**src/rtl/uart_rx_if.sv**
```systemverilog
// Receive-side bundle between the UART receiver and its host logic.
// slave = receiver side, master = host/pad side driving tick, line and ready.
interface uart_rx_if #(
    parameter int DATA_BITS = 8
);
    logic                 baud_tick;
    logic                 rx;
    logic                 parity_en;
    logic                 parity_odd;
    logic                 rx_ready;
    logic [DATA_BITS-1:0] rx_data;
    logic                 rx_valid;
    logic                 parity_err;
    logic                 frame_err;
    logic                 overrun;
    logic                 busy;

    modport slave (
        input  baud_tick, rx, parity_en, parity_odd, rx_ready,
        output rx_data, rx_valid, parity_err, frame_err, overrun, busy
    );

    modport master (
        output baud_tick, rx, parity_en, parity_odd, rx_ready,
        input  rx_data, rx_valid, parity_err, frame_err, overrun, busy
    );
endinterface

```
**src/rtl/uart_rx.sv**
```systemverilog
// UART receiver: oversampled framing of start/data/parity/stop into a
// valid/ready holding register with parity, frame and overrun flags.
// Ports: clk, arst_n (sync, active-low), bus (uart_rx_if.slave).
// Optional: define UART_RX_MAJORITY_VOTE_EN for 3-sample majority voting.
module uart_rx #(
    parameter int DATA_BITS  = 8,
    parameter int OVERSAMPLE = 16
) (
    input  logic     clk,
    input  logic     arst_n,
    uart_rx_if.slave bus
);
    localparam int CW = $clog2(OVERSAMPLE);
    localparam int IW = $clog2(DATA_BITS);
    localparam logic [CW-1:0] C_LAST = CW'(OVERSAMPLE - 1);
    localparam logic [IW-1:0] I_LAST = IW'(DATA_BITS - 1);
`ifdef UART_RX_MAJORITY_VOTE_EN
    localparam logic [CW-1:0] C_SAMP = CW'(OVERSAMPLE / 2);
    localparam logic [CW-1:0] C_V0   = CW'(OVERSAMPLE / 2 - 2);
    localparam logic [CW-1:0] C_V1   = CW'(OVERSAMPLE / 2 - 1);
`else
    localparam logic [CW-1:0] C_SAMP = CW'(OVERSAMPLE / 2 - 1);
`endif

    typedef enum logic [2:0] {
        S_IDLE, S_START, S_DATA, S_PARITY, S_STOP, S_BREAK
    } state_t;

    state_t               r_state, w_state_nx;
    logic [CW-1:0]        r_cnt, w_cnt_nx;
    logic [IW-1:0]        r_idx, w_idx_nx;
    logic [DATA_BITS-1:0] r_shift, w_shift_nx;
    logic                 r_pmis, w_pmis_nx;
    logic                 r_sync1, r_rx_s;
    logic                 w_bit, w_samp, w_commit;
    logic [DATA_BITS-1:0] r_data;
    logic                 r_valid, r_perr, r_ferr, r_ovr;

`ifdef UART_RX_MAJORITY_VOTE_EN
    logic r_v0, r_v1;

    always_ff @(posedge clk) begin
        if (!arst_n) begin
            r_v0 <= 1'b1;
            r_v1 <= 1'b1;
        end else if (bus.baud_tick) begin
            if (r_cnt == C_V0) r_v0 <= r_rx_s;
            if (r_cnt == C_V1) r_v1 <= r_rx_s;
        end
    end

    assign w_bit = (r_v0 & r_v1) | (r_v0 & r_rx_s) | (r_v1 & r_rx_s);
`else
    assign w_bit = r_rx_s;
`endif

    assign w_samp = (r_cnt == C_SAMP);

    always_comb begin
        w_state_nx = r_state;
        w_cnt_nx   = r_cnt;
        w_idx_nx   = r_idx;
        w_shift_nx = r_shift;
        w_pmis_nx  = r_pmis;
        w_commit   = 1'b0;
        if (bus.baud_tick) begin
            w_cnt_nx = (r_cnt == C_LAST) ? '0 : r_cnt + 1'b1;
            unique case (r_state)
                S_IDLE: begin
                    w_cnt_nx = '0;
                    // detection tick is cnt 0, so the next tick is cnt 1
                    if (!r_rx_s) begin
                        w_state_nx = S_START;
                        w_cnt_nx   = CW'(1);
                        w_idx_nx   = '0;
                        w_pmis_nx  = 1'b0;
                    end
                end
                S_START: begin
                    if (w_samp && w_bit) begin
                        w_state_nx = S_IDLE;
                        w_cnt_nx   = '0;
                    end else if (r_cnt == C_LAST) begin
                        w_state_nx = S_DATA;
                        w_idx_nx   = '0;
                    end
                end
                S_DATA: begin
                    if (w_samp)
                        w_shift_nx = {w_bit, r_shift[DATA_BITS-1:1]};
                    if (r_cnt == C_LAST) begin
                        if (r_idx == I_LAST)
                            w_state_nx = bus.parity_en ? S_PARITY : S_STOP;
                        else
                            w_idx_nx = r_idx + 1'b1;
                    end
                end
                S_PARITY: begin
                    if (w_samp)
                        w_pmis_nx = w_bit != (^r_shift ^ bus.parity_odd);
                    if (r_cnt == C_LAST)
                        w_state_nx = S_STOP;
                end
                S_STOP: begin
                    // frame ends mid-stop for half a bit of resync margin
                    if (w_samp) begin
                        w_commit   = 1'b1;
                        w_cnt_nx   = '0;
                        w_state_nx = w_bit ? S_IDLE : S_BREAK;
                    end
                end
                S_BREAK: begin
                    w_cnt_nx = '0;
                    if (r_rx_s) w_state_nx = S_IDLE;
                end
                default: begin
                    w_state_nx = S_IDLE;
                    w_cnt_nx   = '0;
                end
            endcase
        end
    end

    always_ff @(posedge clk) begin
        if (!arst_n) begin
            r_state <= S_IDLE;
            r_cnt   <= '0;
            r_idx   <= '0;
            r_shift <= '0;
            r_pmis  <= 1'b0;
            r_sync1 <= 1'b1;
            r_rx_s  <= 1'b1;
        end else begin
            r_state <= w_state_nx;
            r_cnt   <= w_cnt_nx;
            r_idx   <= w_idx_nx;
            r_shift <= w_shift_nx;
            r_pmis  <= w_pmis_nx;
            r_sync1 <= bus.rx;
            r_rx_s  <= r_sync1;
        end
    end

    always_ff @(posedge clk) begin
        if (!arst_n) begin
            r_data  <= '0;
            r_valid <= 1'b0;
            r_perr  <= 1'b0;
            r_ferr  <= 1'b0;
            r_ovr   <= 1'b0;
        end else if (w_commit) begin
            if (!r_valid || bus.rx_ready) begin
                r_data  <= r_shift;
                r_perr  <= r_pmis;
                r_ferr  <= !w_bit;
                r_valid <= 1'b1;
                // old word consumed in this same cycle
                if (r_valid) r_ovr <= 1'b0;
            end else begin
                r_ovr <= 1'b1;
            end
        end else if (r_valid && bus.rx_ready) begin
            r_valid <= 1'b0;
            r_ovr   <= 1'b0;
        end
    end

    assign bus.rx_data    = r_data;
    assign bus.rx_valid   = r_valid;
    assign bus.parity_err = r_perr;
    assign bus.frame_err  = r_ferr;
    assign bus.overrun    = r_ovr;
    assign bus.busy       = (r_state != S_IDLE);
endmodule

```
**src/flat_wrapper.sv**
```systemverilog
// flat-port wrapper written by rule: the top's interface ports become plain ports
module uart_rx_flat 
#(
    parameter int DATA_BITS  = 8,
    parameter int OVERSAMPLE = 16
)
  (clk, arst_n, bus_baud_tick, bus_rx, bus_parity_en, bus_parity_odd, bus_rx_ready, bus_rx_data, bus_rx_valid, bus_parity_err, bus_frame_err, bus_overrun, bus_busy);
  uart_rx_if #(.DATA_BITS(DATA_BITS)) bus_i ();
  input  logic clk;
  input  logic arst_n;
  input wire logic [$bits(bus_i.baud_tick)-1:0] bus_baud_tick;
  input wire logic [$bits(bus_i.rx)-1:0] bus_rx;
  input wire logic [$bits(bus_i.parity_en)-1:0] bus_parity_en;
  input wire logic [$bits(bus_i.parity_odd)-1:0] bus_parity_odd;
  input wire logic [$bits(bus_i.rx_ready)-1:0] bus_rx_ready;
  output wire logic [$bits(bus_i.rx_data)-1:0] bus_rx_data;
  output wire logic [$bits(bus_i.rx_valid)-1:0] bus_rx_valid;
  output wire logic [$bits(bus_i.parity_err)-1:0] bus_parity_err;
  output wire logic [$bits(bus_i.frame_err)-1:0] bus_frame_err;
  output wire logic [$bits(bus_i.overrun)-1:0] bus_overrun;
  output wire logic [$bits(bus_i.busy)-1:0] bus_busy;
  assign bus_i.baud_tick = bus_baud_tick;
  assign bus_i.rx = bus_rx;
  assign bus_i.parity_en = bus_parity_en;
  assign bus_i.parity_odd = bus_parity_odd;
  assign bus_i.rx_ready = bus_rx_ready;
  assign bus_rx_data = bus_i.rx_data;
  assign bus_rx_valid = bus_i.rx_valid;
  assign bus_parity_err = bus_i.parity_err;
  assign bus_frame_err = bus_i.frame_err;
  assign bus_overrun = bus_i.overrun;
  assign bus_busy = bus_i.busy;
  uart_rx #(.DATA_BITS(DATA_BITS), .OVERSAMPLE(OVERSAMPLE)) u_core (.clk(clk), .arst_n(arst_n), .bus(bus_i));
endmodule
```
**config.mk**
```make
export PLATFORM = sky130hd
export DESIGN_NAME = uart_rx_flat
export DESIGN_NICKNAME = d
export VERILOG_FILES = /design/src/rtl/uart_rx_if.sv /design/src/rtl/uart_rx.sv /design/src/flat_wrapper.sv
export SDC_FILE = /design/constraint.sdc
export NUM_CORES = 1
export LEC_CHECK = 0
export BUFFER_PORTS_ARGS = -buffer_cell sky130_fd_sc_hd__buf_2
export CAP_MARGIN = 20
export CORE_MARGIN = 4
export CORE_UTILIZATION = 61
export CTS_CLUSTER_SIZE = 14
export DETAILED_ROUTE_END_ITERATION = 10
export MAX_ROUTING_LAYER = met4
export PLACE_DENSITY = 0.83
export SETUP_SLACK_MARGIN = 0.4
export SLEW_MARGIN = 20
export SYNTH_ARGS = -nofsm -noshare
export SYNTH_HDL_FRONTEND = slang
export SYNTH_SLANG_ARGS = --single-unit
```
**constraint.sdc**
```tcl
create_clock -name clk -period 3.35 [get_ports clk]
set_input_delay 0.5025 -clock clk [delete_from_list [all_inputs] [get_ports clk]]
set_output_delay 0.5025 -clock clk [all_outputs]
set_load 0.1 [all_outputs]
```
==> impl_metrics.json <==
{
  "outcome": "finished, final reports clean",
  "insertedDiodeCount": 0,
  "post-route-util": 0.6964,
  "maxSlewViolCount": 0,
  "worst_pin_slew_ns": 0.9250,
  "firstDrtPassIters": 5,
  "fin_crit_ns": 2.188,
  "coreArea_sq_um": 2522,
  "htreeDepth": 2,
  "track_usage": 0.2217,
  "fmax_mhz": 457.0,
  "synth.avg_cell_area_sq_um": 8.881,
  "ant_nets": 0,
  "place_area_sq_um": 1705,
  "via_per_inst": 5.878,
  "rsz0062_at_grt": "no",
  "port_buffers": 19,
  "hold_buffers": 0,
  "setup_tns_ns": 0,
  "drt-total-wl_microns": 3183,
  "ys_seq_area_frac": 0.4043,
  "avgRoutedWirePerCell_microns": 13.90,
  "numCtsBuffers": 5,
  "grt_pass1_vias": 1290,
  "num-fill-cells": 218,
  "final.setup_skew_ns": 0.009695,
  "clk_path_buf_depth": 2,
  "cp.required_ns": 2.85,
  "drt_iter0_markers": 64,
  "cp_num_buf_inv": 1,
  "ys_warn_count": 0,
  "synth-edff-count": 0,
  "critical-path-slowest-cell": "dfxtp_1",
  "crit_arrival_ns": 1.69,
  "cts_tree": "built",
  "cts_root_buffer": "clkbuf_4",
  "worstSetupPathType": "flop to output port",
  "initial_core_util": 0.6478,
  "maxCapViolations": 0,
  "fp.dieW_microns": 59.76,
  "final_nets": 208,
  "crit_path_end": "bus_busy",
  "cpPeakStageDelay_ns": 0.72,
  "cp_cell_sequence": "or3_1 -> buf_2",
  "crit_path_start": "u_core.r_state[0]",
  "syn_inst": 184,
  "synth_async_sr_flop_share": 0,
  "synth-main-ff-cell": "dfxtp_1",
  "grt_pass1_wl_microns": 5754,
  "die_area_sq_um": 3571,
  "relSlewSlack": 0.3827,
  "cts_resized": 0,
  "drive_gt1_frac": 0.1809,
  "p_leak_nw": 0.6437,
  "finalCritPeriodShare": 0.6532,
  "synth_top_area_share": 0.4043,
  "grt_max_degree": 30,
  "insertion_delay_ns": 0.33,
  "synth.largest_area_cell": "dfxtp_1",
  "yosys-top-cells-area": "dfxtp_1, mux2i_1, nor2_1",
  "synth_nets": 194,
  "clkTransAtPathRegs_ns": 0.10,
  "rows": 18,
  "ys_types": 43,
  "finalSetupViolations": 0,
  "rr_startpoint": "u_core.r_cnt[0]",
  "final_area_sq_um": 1757,
  "drc": 0,
  "cts_setup_buffers": 0,
  "critPathTopFamily": "flip-flops",
  "hold_viol": 0,
  "synth.ff_latch_count": 33,
  "r2r-end": "u_core.bus.rx_data[5]",
  "dp_hpwl_microns": 2250,
  "syn_to_final_growth_pct": 7.504,
  "cp.depth": 2,
  "holdWs_ns": 0.3546,
  "worstPathMaxFanout": 17,
  "critPathLaunchType": "flop",
  "cts.sinks": 33,
  "synth.cell_area_sq_um": 1634,
  "grt-ovfl-total": 0,
  "end_kind": "output port",
  "die_h_microns": 59.76,
  "hp-class": "primary input to flop",
  "vdd_drop_max_mv": 0.3919,
  "io_pins": 20,
  "vias": 1346,
  "r2r_setup_slack_ns": 1.30,
  "grt_antenna_before_repair": 0,
  "p_per_area_nw_per_um2": 463.0,
  "routabilityCongestion": 0.8070,
  "rr_worst_depth": 6
}
-- metal layers --
layer / vias to the layer above / GRT usage / wire length (microns)
li1: 677 / - / -
met3: 6 / 0.05184 / 137
met1: 629 / 0.2540 / 1367
met5: - / - / 0
met4: 0 / 0.1108 / 38
met2: 34 / 0.3596 / 1640
-- worst min-delay path by stage --
stage	cells after the start	startpoint	endpoint
after floorplan	1	u_core.r_sync1	u_core.r_rx_s
final	2	bus_rx	u_core.r_sync1
after detailed placement	1	u_core.r_sync1	u_core.r_rx_s
after global placement	1	u_core.r_sync1	u_core.r_rx_s
after global routing	2	bus_rx	u_core.r_sync1
after CTS	2	bus_rx	u_core.r_sync1
-- layout make-up --
class / count / area, sq um / share of cell area
well taps: 30 / 37.54 / 0.02137
flip-flops and latches: 33 / 660.6 / 0.3761
clock buffers: 6 / 41.29 / 0.02350
multi-input cells: 134 / 893.4 / 0.5085
inverters: 5 / 18.77 / 0.01068
clock inverters: 2 / 10.01 / 0.005698
repair buffers: 19 / 95.09 / 0.05413
-- placed cells by master (no fill, tap or decap), types with 3 or more instances in the layout --
cell      Yosys  final
a211oi_1      3      3
a21oi_1      15     15
buf_2         6     19
clkbuf_4      0      5
dfxtp_1      33     33
ha_1          3      3
inv_1         4      4
mux2i_1      17     17
nand2_1      15     15
nand3_1       7      7
nor2_1       24     24
o21ai_0       5      5
or3_1         3      3
xnor2_1       9      9
-- cells by family after synthesis --
kind of cell | share of synthesized area
flip-flops | 0.4043
adder cells (fa/ha/maj) | 0.02297
multiplexers | 0.1041
XOR/XNOR | 0.04824
AO/OA/AOI/OAI | 0.1700
AND/OR/NAND/NOR | 0.2014
buffers and inverters | 0.04899
-- cell usage after synthesis (3+ instances only) --
cell,count
nand3_1,7
xnor2_1,9
inv_1,4
o21ai_0,5
ha_1,3
a21oi_1,15
nor2_1,24
clkbuf_1,4
buf_2,6
mux2i_1,17
nand2_1,15
dfxtp_1,33
a211oi_1,3
or3_1,3
-- worst register-to-register path, delay by kind of cell, from the launching register on --
| family | cells | cell delay (ns) |
|---|---|---|
| fa+ha+maj | 1 | 0.31 |
| flops | 1 | 0.43 |
| mux | 1 | 0.24 |
| simple gates | 4 | 0.91 |
-- where the power goes --
| part | total [W] | switching (W) | internal, W |
|---|---|---|---|
| Combinational | 0.000166 | 0.000115 | 0.0000511 |
| Clock | 0.000211 | 0.000131 | 0.0000799 |
| Sequential | 0.000437 | 0.0000352 | 0.000402 |
-- stage by stage --
step	power (W)	worst slack, ns	cells
final	0.0008133	1.162	229
after global routing	0.0008634	1.092	229
after CTS	0.0008181	1.186	229
after detailed placement	0.0006097	1.337	221
after global placement	0.0006051	1.397	221
after floorplan	0.0005824	1.353	184
-- flip-flops by register name, indices dropped and copies added (netlist names) --
| signal | cells |
|---|---|
| u_core.r_shift | 8 |
| u_core.r_pmis | 1 |
| u_core.r_state | 3 |
| u_core.bus.rx_valid | 1 |
| u_core.r_sync1 | 1 |
| u_core.bus.frame_err | 1 |
| u_core.bus.rx_data | 8 |
| u_core.r_idx | 3 |
| u_core.r_rx_s | 1 |
| u_core.bus.overrun | 1 |
| u_core.bus.parity_err | 1 |
| u_core.r_cnt | 4 |
No activity file was read; power rests on OpenSTA's default activity.
